==> config.mk <==
export PLATFORM = sky130hd
export DESIGN_NAME = arb_mux_flat
export DESIGN_NICKNAME = d
export VERILOG_FILES = /design/src/rtl/arb_mux_pkg.sv /design/src/rtl/arb_mux_if.sv /design/src/rtl/arb_mux_rr_pick.sv /design/src/rtl/arb_mux.sv /design/src/flat_wrapper.sv
export SDC_FILE = /design/constraint.sdc
export NUM_CORES = 1
export LEC_CHECK = 0
export ABC_AREA = 1
export CAP_MARGIN = 20
export CORE_MARGIN = 4
export CORE_UTILIZATION = 45
export CTS_CLUSTER_SIZE = 30
export DETAILED_ROUTE_END_ITERATION = 10
export PLACE_DENSITY = 0.84
export SYNTH_ARGS = -nofsm -noshare
export SYNTH_HDL_FRONTEND = slang
export SYNTH_SLANG_ARGS = --single-unit
==> constraint.sdc <==
create_clock -name clk -period 3.9 [get_ports clk]
set_clock_uncertainty 0.2 [all_clocks]
set_input_delay 0.975 -clock clk [delete_from_list [all_inputs] [get_ports clk]]
set_output_delay 0.975 -clock clk [all_outputs]
set_load 0.02 [all_outputs]
==> src/rtl/arb_mux_pkg.sv <==
// Shared defaults and mode encodings for the arbitrating output mux.
// Imported by the interface, the priority picker and the top.
package arb_mux_pkg;

    localparam int DEF_WIDTH    = 8;
    localparam int DEF_CHANNELS = 4;

    typedef enum logic {
        MODE_FIXED = 1'b0,
        MODE_RR    = 1'b1
    } mode_e;

endpackage

==> src/rtl/arb_mux_if.sv <==
// Channel-side and output-side handshake bundle for arb_mux.
// The slave modport is the mux; the master modport is whoever feeds and drains it.
interface arb_mux_if
    import arb_mux_pkg::*;
#(
    parameter int WIDTH    = DEF_WIDTH,
    parameter int CHANNELS = DEF_CHANNELS,
    localparam int SELW    = $clog2(CHANNELS)
);

    logic [CHANNELS-1:0]       in_valid;
    logic [CHANNELS*WIDTH-1:0] in_data;
    logic [CHANNELS-1:0]       in_ready;
    logic                      out_valid;
    logic [WIDTH-1:0]          out_data;
    logic                      out_ready;
    logic [SELW-1:0]           out_chan;

    modport slave (
        input  in_valid, in_data, out_ready,
        output in_ready, out_valid, out_data, out_chan
    );

    modport master (
        output in_valid, in_data, out_ready,
        input  in_ready, out_valid, out_data, out_chan
    );

endinterface

==> src/rtl/arb_mux_rr_pick.sv <==
// Rotating-priority picker: first asserted request at or above ptr, wrapping.
// CHANNELS is a power of two, so the index sum wraps for free.
module rr_pick #(
    parameter int CHANNELS = 4,
    localparam int SELW    = $clog2(CHANNELS)
) (
    input  logic [CHANNELS-1:0] req,
    input  logic [SELW-1:0]     ptr,
    output logic [CHANNELS-1:0] grant,
    output logic [SELW-1:0]     grantIdx,
    output logic                any
);

    logic [SELW-1:0] cand;

    always_comb begin
        cand     = '0;
        grantIdx = '0;
        any      = 1'b0;
        for (int i = 0; i < CHANNELS; i++) begin
            cand = ptr + SELW'(i);
            if (!any && req[cand]) begin
                any      = 1'b1;
                grantIdx = cand;
            end
        end
        grant = any ? (CHANNELS'(1) << grantIdx) : '0;
    end

endmodule

==> src/rtl/arb_mux.sv <==
// N-to-1 registered mux with fixed-select or round-robin arbitration.
// One output slot; a new word loads whenever the slot is empty or draining.
module arb_mux
    import arb_mux_pkg::*;
#(
    parameter int WIDTH    = DEF_WIDTH,
    parameter int CHANNELS = DEF_CHANNELS,
    localparam int SELW    = $clog2(CHANNELS)
) (
    input  logic            clk,
    input  logic            rst_n,
    input  logic            mode,
    input  logic [SELW-1:0] sel,
    arb_mux_if.slave        bus
);

    logic [WIDTH-1:0]    chData [CHANNELS];
    logic [CHANNELS-1:0] rrGrant;
    logic [SELW-1:0]     rrIdx;
    logic                rrAny;
    logic [CHANNELS-1:0] fixGrant;
    logic [CHANNELS-1:0] grantVec;
    logic [SELW-1:0]     gIdx;
    logic                loadSlot;
    logic                xfer;

    logic                outValidQ;
    logic [WIDTH-1:0]    outDataQ;
    logic [SELW-1:0]     outChanQ;
    logic [SELW-1:0]     ptr;

    for (genvar k = 0; k < CHANNELS; k++) begin : g_unpack
        assign chData[k] = bus.in_data[k*WIDTH +: WIDTH];
    end

    rr_pick #(.CHANNELS(CHANNELS)) u_pick (
        .req      (bus.in_valid),
        .ptr      (ptr),
        .grant    (rrGrant),
        .grantIdx (rrIdx),
        .any      (rrAny)
    );

    assign loadSlot = !outValidQ || bus.out_ready;
    assign fixGrant = bus.in_valid[sel] ? (CHANNELS'(1) << sel) : '0;

    always_comb begin
        grantVec = fixGrant;
        gIdx     = sel;
        if (mode == MODE_RR) begin
            grantVec = rrAny ? rrGrant : '0;
            gIdx     = rrIdx;
        end
    end

    // Reset gates ready combinationally so nothing is accepted while held.
    assign bus.in_ready = (rst_n && loadSlot) ? grantVec : '0;
    assign xfer         = |bus.in_ready;

    always_ff @(posedge clk) begin
        if (!rst_n) begin
            outValidQ <= 1'b0;
            outDataQ  <= '0;
            outChanQ  <= '0;
            ptr       <= '0;
        end else if (xfer) begin
            outValidQ <= 1'b1;
            outDataQ  <= chData[gIdx];
            outChanQ  <= gIdx;
            if (mode == MODE_RR)
                ptr <= gIdx + SELW'(1);
        end else if (bus.out_ready) begin
            outValidQ <= 1'b0;
        end
    end

    assign bus.out_valid = outValidQ;
    assign bus.out_data  = outDataQ;
    assign bus.out_chan  = outChanQ;

endmodule

==> src/flat_wrapper.sv <==
// flat-port wrapper written by rule: the top's interface ports become plain ports
module arb_mux_flat import arb_mux_pkg::*;
#(
    parameter int WIDTH    = DEF_WIDTH,
    parameter int CHANNELS = DEF_CHANNELS,
    localparam int SELW    = $clog2(CHANNELS)
)
  (clk, rst_n, mode, sel, bus_in_valid, bus_in_data, bus_out_ready, bus_in_ready, bus_out_valid, bus_out_data, bus_out_chan);
  arb_mux_if #(.WIDTH(WIDTH), .CHANNELS(CHANNELS)) bus_i ();
  input  logic clk;
  input  logic rst_n;
  input  logic mode;
  input  logic [SELW-1:0] sel;
  input wire logic [$bits(bus_i.in_valid)-1:0] bus_in_valid;
  input wire logic [$bits(bus_i.in_data)-1:0] bus_in_data;
  input wire logic [$bits(bus_i.out_ready)-1:0] bus_out_ready;
  output wire logic [$bits(bus_i.in_ready)-1:0] bus_in_ready;
  output wire logic [$bits(bus_i.out_valid)-1:0] bus_out_valid;
  output wire logic [$bits(bus_i.out_data)-1:0] bus_out_data;
  output wire logic [$bits(bus_i.out_chan)-1:0] bus_out_chan;
  assign bus_i.in_valid = bus_in_valid;
  assign bus_i.in_data = bus_in_data;
  assign bus_i.out_ready = bus_out_ready;
  assign bus_in_ready = bus_i.in_ready;
  assign bus_out_valid = bus_i.out_valid;
  assign bus_out_data = bus_i.out_data;
  assign bus_out_chan = bus_i.out_chan;
  arb_mux #(.WIDTH(WIDTH), .CHANNELS(CHANNELS)) u_core (.clk(clk), .rst_n(rst_n), .mode(mode), .sel(sel), .bus(bus_i));
endmodule
==> results.yml <==
setup_path:
  crit_path_top_delay_cell: "clkdlybuf4s50_1"
  ff2ff_path_depth: 16
  required_ps: 2720
  critPathMaxStageDelay_ps: 450
  critPathTopFamily: "buffers and inverters"
  startpoint_type: "input port"
  critPathCaptureType: "primary output"
  reg2reg_from: "u_core.ptr[0]$_SDFFE_PN0P_"
  path_class: "in -> out"
  crit_chain: "clkdlybuf4s50_1 -> nand2_1 -> nand2_1 -> nand2_1 -> nand2_4 -> nor2_4 -> nand3_1 -> nand3_2 -> nand3_2 -> buf_4 -> nand3_1 -> inv_1 -> buf_2"
  cp_common_cell: "nand2_1"
  critPathArrivalTime_ps: 2580
  reg2reg_to: "u_core.bus.out_data[7]$_SDFFE_PN0P_"
  critPathMaxFanout: 4
  worst-path-buf-inv: 4
  r2r_setup_slack_ps: 1150
timing:
  finalSetupViolations: 0
  report.final.slew_viol_count: 0
  hold_viol_final: 0
  rsz0062_at_grt: "no"
  min_period_over_period_pct: 96.3
  period_needed_ps: 3760
  worst_hold_slack_ps: 276
  slew-limit-headroom_pct: 61.6
  tightest_slew_ps: 573
  fmax_ghz: 0.266
synth:
  synth-edff-count: 0
  synth-async-reset-ratio_pct: 0
  synth_cell_types: 23
  synth_seq_area_share_pct: 20.6
  ys_ff_latch: 13
  syn_inst: 218
  yosys-top-cells-count: "61 x nand2_1, 39 x inv_1, 25 x nor2_1, 16 x o211ai_1, 14 x nand3_1"
  syn-cell-area_sq_um: 1260
  yosys-top-cells-area: "dfxtp_1 21%, nand2_1 18%, inv_1 12%"
  yosysTopAreaCellShare_pct: 20.6
  yosysTopAreaCell: "dfxtp_1"
  syn-num-nets: 260
  avgSynthCellArea_sq_um: 5.79
  synth_flop_cell: "dfxtp_1"
  yosysWarnings: 0
  synth_most_common_cell: "nand2_1"
floorplan:
  dieHeight_microns: 61.0
  io_pins: 57
  core-area_sq_um: 2570
  start_util_pct: 49.2
  die_w_microns: 61.0
  die_area_sq_um: 3720
  fp-row-count: 18
routing:
  vias_per_cell: 4.82
  first_pass_iters: 4
  wl_per_cell_microns: 10.6
  vias: 1523
  ant_nets: 0
  remaining_drc_errors: 0
  dr.first_iter.drc_count: 60
  drt_wl_total_microns: 3360
pwr:
  vdd_ir_drop_max_v: 0.000476
  powerDensity_nw_per_um2: 528
  p_leak_nw: 1.04
clocking:
  ctsLongestPathBuffers: 2
  cts_tree: "yes"
  clkTransAtPathRegs_ps: 80
  post_cts_buffers: 0
  clk_latency_ps: 280
  clockRootBuffer: "clkbuf_4"
  h-tree-depth: 1
  numCtsBuffers: 3
  cts.sinks: 13
  cts_hold_buf: 0
place:
  dp_hpwl_microns: 2740
  place.gp.congestion: 0.858
  port_buffers: 56
  dpl_cell_area_sq_um: 1920
worst_hold_path:
  hold-path-cell-count: 2
  hold_path.class: "reg -> reg"
  hold_end: "u_core.bus.out_chan[1]$_SDFFE_PN0P_"
  hold_path_startpoint: "u_core.bus.out_chan[1]$_SDFFE_PN0P_"
layout:
  area_delta_synth_final_pct: 54.4
  drive_gt1_share_pct: 17.5
  utilization_pct: 75.9
  antennaDiodeCount: 0
  design_area_sq_um: 1950
  layout.nets: 329
global_routing:
  grtUsageTotal_pct: 19.4
  overflow: 0
  grt_pass1_wl_microns: 5550
  antenna_found_initial: 0
  grt_max_degree: 35
  grt_pass1_vias: 1406
run_status:
  outcome: "complete, no violations"
job:
  cap_violations: 0
## cells in the final DEF, fill, tap and decap left out
master,n
nor2_1,25
clkbuf_1,1
clkbuf_4,3
a21oi_1,5
nor2_4,2
a21oi_2,1
clkdlybuf4s50_1,49
buf_2,1
inv_1,36
nand2_4,4
nand2_2,8
nand3_1,13
clkbuf_2,2
nor2_2,1
xor2_1,1
nand3_2,5
o21ai_0,3
o21ai_2,2
o211ai_1,16
inv_2,5
buf_4,16
nand4_1,1
o21ai_1,9
dfxtp_1,13
nand2_1,61
dlymetal6s2s_1,3
## stage by stage
| step | std cells | setup WS [ps] | power [mW] | TNS [ps] |
|---|---|---|---|---|
| global placement | 312 | -263 | 0.942 | -1020 |
| finish | 316 | 144 | 1.03 | 0 |
| floorplan | 218 | 698 | 0.695 | 0 |
| global route | 316 | 17.8 | 1.13 | 0 |
| detailed placement | 312 | -323 | 0.947 | -1130 |
| CTS | 316 | 3.07 | 1.03 | 0 |
## layer usage
layer / track usage, % / part of all wire (%)
met1: 22.3 / 40
met2: 34.5 / 49
met3: 8.72 / 11
met4: 1.24 / 0.63
met5: 0 / 0
## sequential cells by signal (all words and copies together) (netlist names)
name / flops
u_core.bus.out_chan: 2
u_core.bus.out_data: 8
u_core.ptr: 2
u_core.bus.out_valid: 1
## area by class of cell
cell class	instances	area, sq um
Clock buffer	4	26.3
Tap cell	30	37.5
Timing Repair Buffer	71	663
Inverter	41	154
Fill cell	208	618
Sequential cell	13	260
Multi-Input combinational cell	157	808
## worst reg2reg max path: cells and delay by family (launching register included)
kind / cells / cell delay [ps]
AO/OA/AOI/OAI: 1 / 110
AND/OR/NAND/NOR: 12 / 1500
buffers and inverters: 3 / 330
flip-flops: 1 / 520
## worst max-delay path by stage
stage	startpoint	endpoint	depth (start not counted)
finish	bus_in_valid[0]	bus_in_ready[0]	13
global route	bus_in_valid[0]	bus_in_ready[0]	13
CTS	bus_in_valid[1]	bus_in_ready[1]	13
detailed placement	bus_in_valid[1]	bus_in_ready[2]	13
global placement	bus_in_valid[1]	bus_in_ready[2]	13
floorplan	bus_in_valid[3]	bus_in_ready[2]	11
## where the power goes
| part | leakage [nW] | switching (mW) | internal, mW |
|---|---|---|---|
| Clock | 0.0150 | 0.0460 | 0.0398 |
| Combinational | 0.914 | 0.420 | 0.310 |
| Sequential | 0.108 | 0.0318 | 0.182 |
## kinds of logic (layout without fill, tap and decap cells)
logic type / after synthesis / count (layout) / synth area share, %
buffers and inverters: 48 / 116 / 16.1
and+or+nand+nor: 120 / 120 / 44.6
AOI/OAI and AO/OA: 36 / 36 / 18.0
xor gates and xnor gates: 1 / 1 / 0.694
DFF: 13 / 13 / 20.6
## what timing repair did
item,4_1_cts,5_1_grt
resized for setup,9,15
setup endpoints to repair,4,4
pin swaps,0,1
No activity file was read; power rests on OpenSTA's default activity.
